===== src/rtl/lnvd_delay_scheduler.sv =====
// LNVD delay scheduler: per sample frame, writes 4 channel samples into a shared
// single-port ring RAM, then reads one delayed sample per channel back out.
module lnvd_delay_scheduler #(
  parameter int ADDR_W = 8,
  parameter int DATA_W = 12
) (
  input  logic              clk,
  input  logic              rst,
  input  logic              sample_valid,
  input  logic [DATA_W-1:0] data_in1,
  input  logic [DATA_W-1:0] data_in2,
  input  logic [DATA_W-1:0] data_in3,
  input  logic [DATA_W-1:0] data_in4,
  input  logic              cfg_we,
  input  logic [1:0]        cfg_ch,
  input  logic [ADDR_W-1:0] cfg_delay,
  output logic [ADDR_W+1:0] mem_addr,
  output logic              mem_we,
  output logic [DATA_W-1:0] mem_wdata,
  input  logic [DATA_W-1:0] mem_rdata,
  output logic [DATA_W-1:0] data_out1,
  output logic [DATA_W-1:0] data_out2,
  output logic [DATA_W-1:0] data_out3,
  output logic [DATA_W-1:0] data_out4,
  output logic              out_valid,
  output logic              busy,
  output logic              overrun
);
  typedef enum logic [2:0] {S_IDLE, S_WR, S_RD, S_LAST, S_OUT} state_t;

  state_t            r_state;
  logic [1:0]        r_ch;
  logic [ADDR_W-1:0] r_wr_ptr;
  logic [ADDR_W-1:0] r_fill;
  logic [ADDR_W-1:0] r_shadow [4];
  logic [ADDR_W-1:0] r_active [4];
  logic [DATA_W-1:0] r_hold   [4];
  logic [DATA_W-1:0] r_cap0;
  logic [DATA_W-1:0] r_cap1;
  logic [DATA_W-1:0] r_cap2;

  logic [DATA_W-1:0] w_din        [4];
  logic [ADDR_W-1:0] w_shadow_eff [4];
  logic [ADDR_W-1:0] w_rd_ptr     [4];
  logic [3:0]        w_warm;
  logic [1:0]        w_ch_next;
  logic [1:0]        w_cap_ch;
  logic [DATA_W-1:0] w_rdata;

  assign w_din[0] = data_in1;
  assign w_din[1] = data_in2;
  assign w_din[2] = data_in3;
  assign w_din[3] = data_in4;

  // A shadow write in the same cycle as frame start must be seen by that frame.
  generate
    for (genvar gi = 0; gi < 4; gi++) begin : g_ch
      assign w_shadow_eff[gi] = (cfg_we && (cfg_ch == 2'(gi))) ? cfg_delay : r_shadow[gi];
      assign w_rd_ptr[gi]     = r_wr_ptr - r_active[gi];
      assign w_warm[gi]       = (r_active[gi] > r_fill);
    end
  endgenerate

  assign w_ch_next = r_ch + 2'd1;
  // RAM data returned now belongs to the channel addressed one cycle earlier.
  assign w_cap_ch  = (r_state == S_LAST) ? 2'd3 : (r_ch - 2'd1);
  assign w_rdata   = w_warm[w_cap_ch] ? '0 : mem_rdata;
  assign busy      = (r_state != S_IDLE);

  always_ff @(posedge clk or posedge rst) begin
    if (rst) begin
      for (int k = 0; k < 4; k++) r_shadow[k] <= '0;
    end else begin
      for (int k = 0; k < 4; k++) r_shadow[k] <= w_shadow_eff[k];
    end
  end

  always_ff @(posedge clk or posedge rst) begin
    if (rst) begin
      r_state   <= S_IDLE;
      r_ch      <= '0;
      r_wr_ptr  <= '0;
      r_fill    <= '0;
      for (int k = 0; k < 4; k++) begin
        r_active[k] <= '0;
        r_hold[k]   <= '0;
      end
      r_cap0    <= '0;
      r_cap1    <= '0;
      r_cap2    <= '0;
      data_out1 <= '0;
      data_out2 <= '0;
      data_out3 <= '0;
      data_out4 <= '0;
      out_valid <= 1'b0;
      overrun   <= 1'b0;
      mem_we    <= 1'b0;
      mem_addr  <= '0;
      mem_wdata <= '0;
    end else begin
      out_valid <= 1'b0;
      if (sample_valid && (r_state != S_IDLE)) overrun <= 1'b1;

      case (r_state)
        S_IDLE: begin
          if (sample_valid) begin
            for (int k = 0; k < 4; k++) begin
              r_hold[k]   <= w_din[k];
              r_active[k] <= w_shadow_eff[k];
            end
            mem_we    <= 1'b1;
            mem_addr  <= {2'd0, r_wr_ptr};
            mem_wdata <= w_din[0];
            r_ch      <= 2'd0;
            r_state   <= S_WR;
          end
        end
        S_WR: begin
          r_ch <= w_ch_next;
          if (r_ch == 2'd3) begin
            mem_we   <= 1'b0;
            mem_addr <= {2'd0, w_rd_ptr[0]};
            r_state  <= S_RD;
          end else begin
            mem_addr  <= {w_ch_next, r_wr_ptr};
            mem_wdata <= r_hold[w_ch_next];
          end
        end
        S_RD: begin
          case (r_ch)
            2'd1:    r_cap0 <= w_rdata;
            2'd2:    r_cap1 <= w_rdata;
            2'd3:    r_cap2 <= w_rdata;
            default: ;
          endcase
          r_ch <= w_ch_next;
          if (r_ch == 2'd3) r_state <= S_LAST;
          else mem_addr <= {w_ch_next, w_rd_ptr[w_ch_next]};
        end
        S_LAST: begin
          data_out1 <= r_cap0;
          data_out2 <= r_cap1;
          data_out3 <= r_cap2;
          data_out4 <= w_rdata;
          out_valid <= 1'b1;
          r_state   <= S_OUT;
        end
        S_OUT: begin
          r_wr_ptr <= r_wr_ptr + ADDR_W'(1);
          if (r_fill != '1) r_fill <= r_fill + ADDR_W'(1);
          r_state  <= S_IDLE;
        end
        default: r_state <= S_IDLE;
      endcase
    end
  end
endmodule


===== config.mk =====
export PLATFORM = sky130hd
export DESIGN_NAME = lnvd_delay_scheduler
export DESIGN_NICKNAME = d
export VERILOG_FILES = /design/src/rtl/lnvd_delay_scheduler.sv
export SDC_FILE = /design/constraint.sdc
export NUM_CORES = 1
export LEC_CHECK = 0
export CORE_ASPECT_RATIO = 1.4
export CORE_MARGIN = 2
export CORE_UTILIZATION = 61
export CTS_CLUSTER_DIAMETER = 30
export DETAILED_ROUTE_END_ITERATION = 10
export GPL_TIMING_DRIVEN = 0
export PLACE_DENSITY_LB_ADDON = 0.3
export SLEW_MARGIN = 40
export SYNTH_ARGS = -nofsm -noshare
export SYNTH_HDL_FRONTEND = slang
export SYNTH_SLANG_ARGS = --single-unit

===== constraint.sdc =====
create_clock -name clk -period 20.4 [get_ports clk]
set_clock_uncertainty 0.15 [all_clocks]
set_input_delay 2.04 -clock clk [delete_from_list [all_inputs] [get_ports clk]]
set_output_delay 2.04 -clock clk [all_outputs]
set_load 0.005 [all_outputs]

==> results.toml <==
[clock_tree]
post_cts_buffers = 0
root_buffer = "clkbuf_16"
hold_buffers = 0
cts_tree = "yes"
clock_path_buffers = 3
post_cts_resized = 0
cts_sinks = 242
clk_pin_slew_ns = 0.06
insertion_delay_ns = 0.50
htreeDepth = 2
cts_buffers = 34

[final_layout]
finalNonFillerCells = 1645
area_delta_synth_final_pct = 24.4
diodes = 0
layout-drive-gt1-share_pct = 14.7
nets = 1515
nFillCells = 1295

[critical_path]
critical-path-top-delay-family = "buffers and inverters"
crit_start = "r_state[1]$_DFFE_PP0P_"
crit_path_top_delay_cell = "clkdlybuf4s50_1"
endpoint = "busy"
worstSetupPathType = "register to primary output"
rr_endpoint = "mem_wdata[3]$_DFFE_PP0P_"
worstPathMaxFanout = 8
worstPathRequired_ns = 18.21
rr_worst_depth = 9
path_depth = 3
r2r-start = "r_ch[0]$_DFFE_PP0P_"
crit_path_start_kind = "register"
setup.worst_path.end_class = "primary output"
crit_chain = "buf_4, or3_1, clkdlybuf4s50_1"
cpPeakStageDelay_ns = 0.48
crit_arrival_ns = 1.93
critPathBufInv = 2
r2r_setup_slack_ns = 17.13

[sta]
rsz0062_at_grt = "false"
maxSlewViolCount = 0
max_slew_margin_pct = 48.8
period_share_pct = 20.2
finalHoldViolations = 0
setup_viol = 0
finalCriticalPeriod_ns = 4.12
setup_tns_ns = 0
setup_ws_ns = 16.28
worst_slew_pin_slew_ns = 0.765
max_freq_mhz = 243

[job]
cap_violations = 0

[run_status]
outcome = "completed"

[synthesis]
ys_types = 65
synth-edff-count = 0
synth_top_area_share_pct = 48.8
async_reset_ff_share_pct = 100
netlist_area_um2 = 12400
synth_seq_cells = 242
yosysTopAreaCell = "dfrtp_1"
synth_commonest_cells = "dfrtp_1 (242), nand2_1 (219), mux2_2 (85)"
ys.flop_type = "dfrtp_1"
synth_cells = 1182
syn_avg_cell_area_um2 = 10.5
synth.most_common_cell = "dfrtp_1"
syn_nets = 1329
yosysSeqAreaShare_pct = 48.8
yosys_warnings = 0
synth_area_leaders = "dfrtp_1 (49%), mux2_2 (7.7%), ha_1 (7.0%)"

[drt]
drc_errors = 0
wl_met1_um = 12400
wl_um = 33800
routed.top_layer = "met4"
postRouteAntennaNets = 0
vias = 10131
drt_pass1_iterations = 6
wl_met2_um = 17200
viasPerCell = 6.16
post_drt_wl_per_cell_um = 20.6
met3WireLength_um = 1910
drtIter0Drc = 856

[grt]
grt_max_degree = 83
grt_overflow = 0
grtUsageTotal_pct = 31.7
first_global_vias = 10590
grt_antenna_before_repair = 0
grt_pass1_wl_um = 54300

[placed_design]
placedCellCount = 1584
pre_cts_ws_ns = 16.24
hpwl_um = 24200
port_buffers = 147
finalWeightedCongestion = 0.958

[die]
num_io_pins = 148
fp.dieW_um = 124
core_um2 = 19900
die_h_um = 173
fp-row-count = 61
start_util_pct = 62.2
die-area_um2 = 21500

[power_and_ir_drop]
power.leakage_nw = 6.97
powerDensity_nw_per_um2 = 174
finalPower_mw = 2.69
ir_drop_v = 0.0000954

[hold_path]
min_path_type = "register to register"
==> metal layers <==
metal  track usage [%]  up-vias
li1                  -     4546
met4              19.9        0
met2              56.2      492
met3              5.29      146
met5                 0        -
met1              35.2     4947
==> registers in the layout, indices dropped and copies added (netlist names) <==
| register | cells |
|---|---|
| data_out1 | 12 |
| data_out2 | 12 |
| data_out3 | 12 |
| data_out4 | 12 |
| mem_addr | 10 |
| mem_wdata | 12 |
| mem_we | 1 |
| out_valid | 1 |
| overrun | 1 |
| r_active | 32 |
| r_cap0 | 12 |
| r_cap1 | 12 |
| r_cap2 | 12 |
| r_ch | 2 |
| r_fill | 8 |
| r_hold | 48 |
| r_shadow | 32 |
| r_state | 3 |
| r_wr_ptr | 8 |
==> stage by stage <==
| step | area, um^2 | hold slack (ns) | utilization (%) |
|---|---|---|---|
| after global placement | 14200 | 0.289 | 71.2 |
| after global routing | 15400 | 0.339 | 77.4 |
| after CTS | 15400 | 0.315 | 77.4 |
| after detailed placement | 14300 | 0.303 | 71.7 |
| after floorplan | 12400 | 0.289 | - |
| final | 15400 | 0.307 | 77.4 |
==> how the worst min path moves through the flow <==
stage | startpoint | to | slack [ns] | cells after the start
final | overrun$_DFFE_PP0P_ | overrun$_DFFE_PP0P_ | 0.31 | 1
after global placement | overrun$_DFFE_PP0P_ | overrun$_DFFE_PP0P_ | 0.29 | 1
after floorplan | r_cap0[0]$_DFFE_PP0P_ | data_out1[0]$_DFFE_PP0P_ | 0.29 | 2
after global routing | overrun$_DFFE_PP0P_ | overrun$_DFFE_PP0P_ | 0.34 | 1
after CTS | overrun$_DFFE_PP0P_ | overrun$_DFFE_PP0P_ | 0.32 | 1
after detailed placement | overrun$_DFFE_PP0P_ | overrun$_DFFE_PP0P_ | 0.30 | 1
==> area by class of cell <==
class / count / area, um^2 / area share (%)
inverter: 56 / 218 / 1.41
timing repair buffer: 150 / 1550 / 10.1
buffer: 61 / 312 / 2.02
clock buffer: 46 / 970 / 6.29
tap: 252 / 315 / 2.04
clock inverter: 15 / 178 / 1.15
multi-input combinational: 823 / 5820 / 37.7
sequential: 242 / 6060 / 39.3
==> cell usage in the layout (no fill, tap or decap), types with 37 or more instances in the layout <==
| cell type | instances |
|---|---|
| mux2_2 | 85 |
| clkdlybuf4s50_1 | 147 |
| nand4_1 | 47 |
| ha_1 | 69 |
| dfrtp_1 | 242 |
| inv_1 | 53 |
| nand2_1 | 219 |
| nand3_1 | 81 |
| clkbuf_16 | 37 |
| o21ai_0 | 62 |
==> kinds of logic (layout without fill, tap and decap cells) <==
family | count (synthesis) | in the layout | share of synthesized area, %
and+or+nand+nor | 424 | 424 | 15.9
buffers and inverters | 117 | 328 | 4.21
xor gates and xnor gates | 37 | 37 | 2.61
AOI/OAI and AO/OA | 172 | 172 | 9.05
adders and majority gates | 73 | 73 | 7.61
DFF | 242 | 242 | 48.8
muxes | 117 | 117 | 11.8
==> power by group <==
group | internal [mW] | leakage, nW | switching, mW
registers | 0.682 | 2.89 | 0.130
logic | 0.593 | 3.52 | 0.693
clock network | 0.374 | 0.550 | 0.217
Power figures use the tool's default switching activity.
